$ cat config.mk
export PLATFORM = sky130hd
export DESIGN_NAME = jericalla_fetch
export DESIGN_NICKNAME = d
export VERILOG_FILES = /design/src/rtl/jericalla_pkg.sv /design/src/rtl/jericalla_hazard_window.sv /design/src/rtl/jericalla_fetch.sv
export SDC_FILE = /design/constraint.sdc
export NUM_CORES = 1
export LEC_CHECK = 0
export CAP_MARGIN = 20
export CORE_MARGIN = 1
export CORE_UTILIZATION = 50
export DETAILED_ROUTE_END_ITERATION = 6
export GPL_TIMING_DRIVEN = 0
export PLACE_DENSITY = 0.68
export SLEW_MARGIN = 30
export SYNTH_ARGS = -nofsm -noshare
export SYNTH_HDL_FRONTEND = slang
export SYNTH_HIERARCHICAL = 1
export SYNTH_SLANG_ARGS = --single-unit
$ cat constraint.sdc
create_clock -name clk -period 10.4 [get_ports clk]
set_clock_uncertainty 0.15 [all_clocks]
set_input_delay 1.04 -clock clk [delete_from_list [all_inputs] [get_ports clk]]
set_output_delay 1.04 -clock clk [all_outputs]
set_load 0.005 [all_outputs]
$ cat src/rtl/jericalla_pkg.sv
// Shared definitions for the jericalla fetch stage: opcodes, special words,
// instruction field positions and the "writes a register" predicate.
package jericalla_pkg;

    localparam int INSTR_W = 18;
    localparam int REG_W   = 5;

    // Field positions inside an instruction word.
    localparam int OP_HI  = 17;
    localparam int OP_LO  = 15;
    localparam int WA_HI  = 14;
    localparam int WA_LO  = 10;
    localparam int RA1_HI = 9;
    localparam int RA1_LO = 5;
    localparam int RA2_HI = 4;
    localparam int RA2_LO = 0;

    // Opcodes. ALU0..ALU4 write the register bank, the rest do not.
    localparam logic [2:0] OP_ALU0 = 3'b000;
    localparam logic [2:0] OP_ALU1 = 3'b001;
    localparam logic [2:0] OP_ALU2 = 3'b010;
    localparam logic [2:0] OP_ALU3 = 3'b011;
    localparam logic [2:0] OP_ALU4 = 3'b100;
    localparam logic [2:0] OP_SW   = 3'b101;
    localparam logic [2:0] OP_RSV  = 3'b110;
    localparam logic [2:0] OP_SYS  = 3'b111;

    localparam logic [INSTR_W-1:0] NOP_WORD  = 18'h38000;
    localparam logic [INSTR_W-1:0] HALT_WORD = 18'h3FFFF;

    // True when an instruction with this opcode writes its WA register.
    function automatic logic writes_br(input logic [2:0] opcode);
        logic wr;
        case (opcode)
            OP_ALU0, OP_ALU1, OP_ALU2, OP_ALU3, OP_ALU4: wr = 1'b1;
            OP_SW, OP_RSV, OP_SYS:                       wr = 1'b0;
            default:                                     wr = 1'b0;
        endcase
        return wr;
    endfunction

endpackage

$ cat src/rtl/jericalla_hazard_window.sv
// Tracks the destination registers of the last HAZ_DEPTH issue slots and
// flags a read-after-write hazard for the candidate instruction.
// A slot is shifted in every cycle; bubbles and non-writing instructions
// shift in an invalid slot, so the window drains naturally over time.
module jericalla_hazard_window
    import jericalla_pkg::*;
#(
    parameter int HAZ_DEPTH = 2
) (
    input  logic             clk_i,
    input  logic             rst_i,
    input  logic             shift_valid_i,
    input  logic [REG_W-1:0] shift_wa_i,
    input  logic [REG_W-1:0] ra1_i,
    input  logic [REG_W-1:0] ra2_i,
    output logic             hazard_o
);

    logic [HAZ_DEPTH-1:0]            valid_q, valid_d;
    logic [HAZ_DEPTH-1:0][REG_W-1:0] wa_q, wa_d;

    // Next history: new slot enters at index 0, the oldest falls off the end.
    always_comb begin
        valid_d    = valid_q;
        wa_d       = wa_q;
        valid_d[0] = shift_valid_i;
        wa_d[0]    = shift_wa_i;
        for (int i = 1; i < HAZ_DEPTH; i++) begin
            valid_d[i] = valid_q[i-1];
            wa_d[i]    = wa_q[i-1];
        end
    end

    // History register; reset invalidates every slot.
    always_ff @(posedge clk_i) begin
        if (rst_i) begin
            valid_q <= '0;
            wa_q    <= '0;
        end else begin
            valid_q <= valid_d;
            wa_q    <= wa_d;
        end
    end

    // Any valid pending write whose address matches either source operand.
    always_comb begin
        hazard_o = 1'b0;
        for (int i = 0; i < HAZ_DEPTH; i++) begin
            if (valid_q[i] && ((wa_q[i] == ra1_i) || (wa_q[i] == ra2_i))) begin
                hazard_o = 1'b1;
            end
        end
    end

endmodule

$ cat src/rtl/jericalla_fetch.sv
// Instruction-fetch stage for the jericalla datapath: loadable program
// memory, program counter, registered instruction output and RAW interlock
// by NOP bubbles. Optional issue/bubble counters are built when the macro
// JERICALLA_FETCH_PERF_EN is defined.
// Priority each cycle: frozen/halted, HALT fetch, hazard bubble, issue.
module jericalla_fetch
    import jericalla_pkg::*;
#(
    parameter int PROG_DEPTH = 64,
    parameter int PC_W       = 6,
    parameter int HAZ_DEPTH  = 2
) (
    input  logic               clk,
    input  logic               rst,
    input  logic               run,
    input  logic               prog_we,
    input  logic [PC_W-1:0]    prog_addr,
    input  logic [INSTR_W-1:0] prog_data,
    output logic [INSTR_W-1:0] instruccion,
    output logic [PC_W-1:0]    pc_out,
    output logic               stall,
    output logic               halted
`ifdef JERICALLA_FETCH_PERF_EN
    ,
    output logic [15:0]        issued_cnt,
    output logic [15:0]        bubble_cnt
`endif
);

    logic [INSTR_W-1:0] mem_q [PROG_DEPTH];

    logic [PC_W-1:0]    pc_q, pc_d;
    logic [INSTR_W-1:0] instr_q, instr_d;
    logic               stall_q, stall_d;
    logic               halted_q, halted_d;

    logic [INSTR_W-1:0] cand;
    logic               hazard;
    logic               shift_valid;
    logic               do_issue;
    logic               do_bubble;

    // Program memory write port; loads are only accepted while frozen.
    // Memory is deliberately not reset so a program survives rst.
    always_ff @(posedge clk) begin
        if (prog_we && !run) begin
            mem_q[prog_addr] <= prog_data;
        end
    end

    assign cand = mem_q[pc_q];

    jericalla_hazard_window #(
        .HAZ_DEPTH (HAZ_DEPTH)
    ) u_hazard (
        .clk_i         (clk),
        .rst_i         (rst),
        .shift_valid_i (shift_valid),
        .shift_wa_i    (cand[WA_HI:WA_LO]),
        .ra1_i         (cand[RA1_HI:RA1_LO]),
        .ra2_i         (cand[RA2_HI:RA2_LO]),
        .hazard_o      (hazard)
    );

    // Issue decision in priority order; every non-issue case emits a NOP
    // and shifts an invalid slot into the hazard window.
    always_comb begin
        pc_d        = pc_q;
        instr_d     = NOP_WORD;
        stall_d     = 1'b0;
        halted_d    = halted_q;
        shift_valid = 1'b0;
        do_issue    = 1'b0;
        do_bubble   = 1'b0;
        if (halted_q || !run) begin
            // frozen: hold pc, issue NOP
        end else if (cand == HALT_WORD) begin
            halted_d = 1'b1;
        end else if (hazard) begin
            stall_d   = 1'b1;
            do_bubble = 1'b1;
        end else begin
            instr_d     = cand;
            pc_d        = pc_q + PC_W'(1);
            shift_valid = writes_br(cand[OP_HI:OP_LO]);
            do_issue    = 1'b1;
        end
    end

    // Fetch state registers.
    always_ff @(posedge clk) begin
        if (rst) begin
            pc_q     <= '0;
            instr_q  <= NOP_WORD;
            stall_q  <= 1'b0;
            halted_q <= 1'b0;
        end else begin
            pc_q     <= pc_d;
            instr_q  <= instr_d;
            stall_q  <= stall_d;
            halted_q <= halted_d;
        end
    end

    assign instruccion = instr_q;
    assign pc_out      = pc_q;
    assign stall       = stall_q;
    assign halted      = halted_q;

`ifdef JERICALLA_FETCH_PERF_EN
    logic [15:0] issued_q;
    logic [15:0] bubble_q;

    // Saturating issue and bubble counters.
    always_ff @(posedge clk) begin
        if (rst) begin
            issued_q <= '0;
            bubble_q <= '0;
        end else begin
            if (do_issue && (issued_q != 16'hFFFF)) begin
                issued_q <= issued_q + 16'd1;
            end
            if (do_bubble && (bubble_q != 16'hFFFF)) begin
                bubble_q <= bubble_q + 16'd1;
            end
        end
    end

    assign issued_cnt = issued_q;
    assign bubble_cnt = bubble_q;
`else
    logic unused_perf;
    assign unused_perf = do_issue ^ do_bubble;
`endif

endmodule

Word level (Yosys, flattened, before mapping) --
Memory sizes are Yosys's and may differ from the RTL's. A register that Yosys moved wholly into a read port is not among the register bits. Index checks and enable logic that the tools add are counted.
Operators by class: add/subtract/negate cells 1, equal/unequal tests 5, muxes and demuxes 7, bitwise logic cells 3, reduce and logical (&&, ||, !) cells 11
Operators with widths (number):
- $eq 5x5->1 | 4
- $eq 18x18->1 const B | 1
- $mux 6 | 2
- $add 6x1->6 const B | 1
- $mux 1 | 5
- $reduce_or 4->1 | 1
- $logic_and 1x1->1 | 3
- $logic_or 1x1->1 | 3
- $not 1->1 | 3
- $reduce_and 3->1 | 1
- $reduce_or 3->1 | 1
- $reduce_and 2->1 | 1
- $logic_not 1->1 | 1
Word-level totals: register bits 37, bits in writable memories 1152, ROM bits 8, memories 2
Memories:
- mem_q | words 64, width 18, rd ports 1, clocked after memory_dff 1, wr ports 1, RTL line jericalla_fetch.sv:30 | logic [INSTR_W-1:0] mem_q [PROG_DEPTH];
- (name not given) | words 8, width 1, rd ports 1, clocked after memory_dff 1, wr ports 0, RTL line jericalla_pkg.sv:34 | case (opcode)

Logic depth before layout (Yosys ltp) --
Gate-level depths: netlist (run 1).
word-level depth 9, mapped depth 18, depth with buffers taken out 13

By module --
Netlist (run 1), hierarchy kept.
By module, submodules not included:
- jericalla_fetch | instances 1, cells each 2096, area each 45751.4 um2
- jericalla_hazard_window | instances 1, cells each 54, area each 553.0 um2

Worst setup path before layout (run 1) --
OpenSTA, ideal clock, no wires.
path kind register -> register, from reg with a tool-made name, to reg with a tool-made name, data arrival time 3.996 ns, required time 10.127 ns, path slack 6.130 ns, cell stages (with the launch flop) 18, path buffers 4, path through dfxtp_1 -> buf_6 -> buf_12 -> buf_12 -> buf_8 -> mux4_2 -> a22oi_1 -> a21oi_1 -> nor4_1 -> inv_1 -> xor2_1 -> nor4_1 -> and3_1 -> a31oi_1 -> nand3_1 -> or4bb_1 -> nor3_2 -> mux2_1

==> impl_metrics.yaml, run 1 <==
outcome:
  status: "finished, final reports clean"
sta:
  rsz0062_at_grt: "false"
  setup_viol: 0
  relSlewSlack_pct: 26.8
  finalHoldViolations: 0
  clock.fmax_mhz: 148
  worst_slew_pin_slew_ns: 1.09
  maxSlewViolCount: 0
  period_needed_ns: 6.76
  setup-tns-final_ns: 0
  min_period_over_period_pct: 65.0
setup_path:
  cpLargestDelayFamily: "buffers and inverters"
  crit_buf_inv: 5
  cp_slowest_cell: "nor4_1"
  critPathMostFrequentCell: "buf_2"
  critical_path_arrival_ns: 7.18
  worst-path-max-fanout: 10
  end_kind: "register"
  cp-start-kind: "register"
  path_class: "reg2reg"
  critical_path.max_stage_delay_ns: 0.89
  crit_chain: "buf_2, buf_2, buf_2, clkbuf_1, a211oi_1, nor4_1, inv_1, xor2_1, nor4_1, and3_1, a31oi_1, nand3_1, or4bb_1, nor3_2, mux2_1"
  cp.required_ns: 10.83
clock_tree:
  post-cts-setup-buffers: 0
  clockRootBuffer: "clkbuf_16"
  clock_latency_ns: 0.72
  cts_hold_buf: 0
  htreeDepth: 3
  cts_buffers: 114
  cts.clk_slew.worst_paths_ns: 0.06
  cts_tree: "yes"
  clock-sinks: 1196
  clockBufferDepth: 3
  ctsResizeCount: 0
yosys:
  yosys-top-cells-count: "edfxtp_1, mux4_2, nand2_1"
  synthDominantCellAreaShare_pct: 74.7
  yosysMostFrequentCell: "edfxtp_1"
  syn-num-nets: 2179
  synthArstFlopShare_pct: 0
  synth-xor-area-share_pct: 0.378
  yosysSeqAreaShare_pct: 76.6
  synth_seq_cells: 1196
  synth_adder_area_share_pct: 0.0270
  synth_edf_count: 1152
  yosysWarnings: 6
  synth_area_um2: 46300
  muxShareOfSynthArea_pct: 15.4
  yosys.area.top_type: "edfxtp_1"
  synth_compound_area_share_pct: 2.31
  yosys.area_share.simple_pct: 3.32
  synth.distinct_cells: 77
  synth_area_per_cell_um2: 21.5
  synth_area_leaders: "edfxtp_1, mux4_2, dfxtp_1"
  synth_top_family_by_area: "multiplexers"
  synthCells: 2150
  synth_ff_type: "edfxtp_1"
placement:
  io_buffers: 50
  gp_congestion: 0.907
  placed_cell_area_um2: 50800
  dp_hpwl_mm: 97.8
flow_run:
  maxCapViolCount: 0
cells_and_area:
  area_growth_pct: 17.6
  drive_gt1_share_pct: 28.6
  nNetsFinal: 2428
  fin_util_pct: 59.4
  final_area_um2: 54500
pwr:
  power_mw: 10.1
  p_leak_nw: 17.0
  power.density_nw_per_um2: 186
  vdd_drop_max_mv: 0.160
floorplanning:
  die_h_um: 306
  die_area_um2: 93800
  io_pins: 54
  initial_core_util_pct: 50.5
  die_w_um: 306
  rows: 111
  core_area_um2: 91700
detailed_routing:
  drtIter0Drc: 4510
  wl_mm: 146
  remaining_drc_errors: 0
  ant_nets: 0
  vias: 25539
  wire_per_inst_um: 39.7
  routed_via_density: 6.93
  dr.pass1.iters: 6
global_route:
  overflow: 0
  grt_pass1_vias: 24686
  grt_use_total_pct: 31.3
  antenna_found_initial: 9
  grt_max_degree: 65
  grt_pass1_wl_mm: 198
hold_path:
  hold_path.class: "reg2reg"
path summary, 6_finish.rpt:
check / from / endpoint / slack, ns / cells past startpoint
setup / recovery: register / register / 3.64 / 15
hold / removal: u_hazard/wa_d[8] / u_hazard/wa_q[8] / 0.36 / 1
setup reg to reg: register / register / 3.64 / 15
hold reg to reg: u_hazard/wa_d[8] / u_hazard/wa_q[8] / 0.36 / 1
cell families after synthesis:
| logic type | count (synthesis) |
|---|---|
| compound gates | 145 |
| mux | 354 |
| buf+inv | 122 |
| fa+ha+maj | 1 |
| xor+xnor | 20 |
| flops | 1196 |
| simple gates | 312 |
power by group:
group | switching, mW | leakage, nW | internal [mW]
Combinational | 0.447 | 4.57 | 0.287
Sequential | 0.0101 | 10.7 | 5.30
Clock | 1.80 | 1.76 | 2.30
stage by stage:
stage / instances / setup slack, ns / hold slack [ns]
finish: 3684 / 3.64 / 0.360
global route: 3679 / 3.77 / 0.374
CTS: 3676 / 3.99 / 0.357
detailed placement: 3466 / 4.04 / 0.337
global placement: 3386 / 3.69 / 0.333
floorplan: 2150 / 6.13 / 0.310
area by class of cell:
type,instances,area [µm²]
Fill cell,6290,37200
Clock inverter,72,621
Clock buffer,138,3010
Tap cell,1186,1480
Sequential cell,1196,35500
Antenna cell,5,12.5
Multi-Input combinational cell,832,10400
Timing Repair Buffer,133,2520
Buffer,109,853
Inverter,13,48.8
per-layer routing:
| metal | wire [µm] | share of wire [%] | vias to the layer above | track usage, % |
|---|---|---|---|---|
| met4 | 7900 | 5.4 | 10 | 14.1 |
| met1 | 50000 | 34 | 13197 | 41.5 |
| met2 | 67300 | 46 | 2349 | 48.5 |
| li1 | - | - | 9505 | - |
| met5 | 67 | 0.046 | - | 0 |
| met3 | 20800 | 14 | 478 | 8.97 |
cells in the final DEF (no fill, tap or decap), types with 7 or more instances in the layout:
master           instances
buf_16                  65
nor2_1                  19
xor2_1                  16
buf_2                   44
mux2_1                   8
and2_1                  19
buf_4                   22
clkinv_2                16
nand2_1                102
nand3_1                 26
a221oi_1                11
buf_8                    7
mux2i_1                 56
clkinv_1                38
a31oi_1                 10
inv_1                    9
o22ai_1                  9
dfxtp_1                 44
bufinv_16               10
clkbuf_16              117
a32oi_1                 11
buf_6                   21
nor2_4                  64
clkdlybuf4s50_1         32
mux4_2                 282
clkbuf_1                36
a22oi_1                 39
nand2b_1                 7
clkbuf_2                13
a21oi_1                 22
edfxtp_1              1152
buf_12                  20
nor2b_1                 29
state kept, by name, indices dropped and copies added, names as in the netlist, named ones only:
register	flops
u_hazard/valid_q	2
pc_out	6
u_hazard/wa_d	5
halted	1
u_hazard/wa_q	5
instruccion	18
stall	1
mem_q	1152
(Power assumes the default switching activity.)
==> run 2, diff against run 1 <==
Settings changed: PLACE_DENSITY 0.68 to 0.7.
Clock period 10.4 ns to 5.8 ns, I/O delays scaled along.
==> run 2 against run 1 <==
Against the previous run: sequential cell count stayed put; first-iteration DRC count shrank 0.24%; clock power increased by 87%; critical path type unchanged.
==> impl_metrics.yaml, run 2 (synthesis results as in run 1) <==
detailed_routing:
  dr.pass1.iters: 6
  drtIter0Drc: 4499
  routed_via_density: 6.92
  remaining_drc_errors: 0
  ant_nets: 0
  wl_mm: 145
  wire_per_inst_um: 39.2
  vias: 25523
floorplanning:
  die_h_um: 306
  die_area_um2: 93800
  core_area_um2: 91700
  io_pins: 54
  die_w_um: 306
  initial_core_util_pct: 50.5
  rows: 111
outcome:
  status: "finished, final reports clean"
pwr:
  p_comb_share_pct: 7.1
  swShare_pct: 22.0
  power_mw: 18.5
  internal_power_mw: 14.4
  p_leak_nw: 17.2
  vdd_drop_max_mv: 0.302
  switchingPower_mw: 4.07
  p_clk_share_pct: 41.4
  p_seq_share_pct: 51.6
  power.density_nw_per_um2: 338
placement:
  gp_congestion: 0.903
  dp_hpwl_mm: 95.7
  dp.cells: 3466
  place_ws_ns: -0.291
  io_buffers: 50
hold_path:
  hold_path.class: "in2reg"
  hold_start: "prog_data[16]"
  min_to: "mem_q[40][16]"
  holdPathStages: 1
sta:
  setup-tns-final_ns: 0
  period_needed_ns: 5.68
  clock.fmax_mhz: 176
  min_period_over_period_pct: 97.9
  finalHoldViolations: 0
  fin_ws_ns: 0.122
  worst_slew_pin_slew_ns: 1.04
  relSlewSlack_pct: 30.5
  setup_viol: 0
  maxSlewViolCount: 0
global_route:
  grt_pass1_vias: 24829
  overflow: 0
  grt_max_degree: 65
  grt_pass1_wl_mm: 197
  antenna_found_initial: 2
  grt_use_total_pct: 31.1
setup_path:
  end_kind: "register"
  critical_path_arrival_ns: 6.09
  path_class: "reg2reg"
  reg2reg_depth: 14
  r2r_slack_ns: 0.12
  worst-path-max-fanout: 10
  cp-start-kind: "register"
  cp.required_ns: 6.22
clock_tree:
  cts_tree: "yes"
  clockRootBuffer: "clkbuf_16"
  clock_latency_ns: 0.70
  htreeDepth: 3
  cts.clk_slew.worst_paths_ns: 0.06
  cts_hold_buf: 0
  clockBufferDepth: 3
  clock-sinks: 1196
  cts_buffers: 116
cells_and_area:
  regMostFlops: "mem_q"
  final_cell_mix: "edfxtp_1, mux4_2, clkbuf_16"
  largest_reg_flops: 1152
  final_common_cell: "edfxtp_1"
  drive_gt1_share_pct: 29.4
  fin_util_pct: 59.6
  finalNonFillerCells: 3688
  nNetsFinal: 2429
  area_growth_pct: 18.1
flow_run:
  maxCapViolCount: 0
[run 2: cell types whose count changed in the layout (fill, tap and decap cells not counted), moves of 4 or more]
cell,before,now
diode_2,5,1
clkinv_1,38,25
buf_4,22,26
clkbuf_8,0,5
buf_16,65,61
clkinv_2,16,20
[run 2: worst max path at each step]
stage | depth (start not counted) | from | endpoint | slack, ns
CTS | 15 | register | register | 0.007
floorplan | 17 | register | register | 1.53
global placement | 14 | register | register | -1.03
finish | 14 | register | register | 0.12
global route | 17 | register | register | -0.03
detailed placement | 15 | register | register | -0.29
[run 2: area by class of cell]
cell class                      instances  area [µm²]
Fill cell                            6135       37000
Antenna cell                            1        2.50
Timing Repair Buffer                  135        2500
Buffer                                106         853
Tap cell                             1186        1480
Inverter                               13        48.8
Clock inverter                         69         683
Multi-Input combinational cell        832       10500
Clock buffer                          150        3160
Sequential cell                      1196       35500
[run 2: what timing repair did]
action                     4_1_cts  5_1_grt
pin swaps                        1        2
gates cloned                     0        0
resized for setup                4        7
setup endpoints to repair       16       17
buffers inserted                 0        3
[run 2: worst max-delay path: stages (launching register included)]
cell and delay (ns):
dfxtp_1 0.62, buf_2 0.33, buf_2 0.38, and2_1 0.64, clkbuf_2 0.60, a221oi_1 0.19
a21o_1 0.36, xor2_1 0.26, nor4_1 0.08, and3_1 0.17, a31oi_1 0.13, nand3_1 0.37
or4bb_1 0.66, nor3_2 0.24, mux2_1 0.36
[run 2: per-stage QoR]
stage,area [µm²],hold slack (ns)
after floorplan,46300,0.310
after global placement,48300,0.338
after detailed placement,50700,0.348
after CTS,54600,0.134
after global routing,54700,0.147
final,54700,0.156
[run 2: metal layers]
metal  GRT usage, %  vias to the layer above  part of all wire [%]
li1               -                     9511                     -
met1           41.2                    13168                    34
met2           47.7                     2361                    46
met3           8.94                      483                    14
met4           14.8                        0                   6.0
met5              0                        -                     0
[run 2: power groups by stage]
stage / combinational [mW] / sequential, mW / clock [mW]
after floorplan: 0.709 / 9.71 / 0
after global placement: 1.20 / 9.73 / 0
after detailed placement: 1.27 / 9.71 / 0
after CTS: 1.28 / 9.53 / 7.63
after global routing: 1.34 / 9.52 / 7.95
final: 1.31 / 9.53 / 7.64
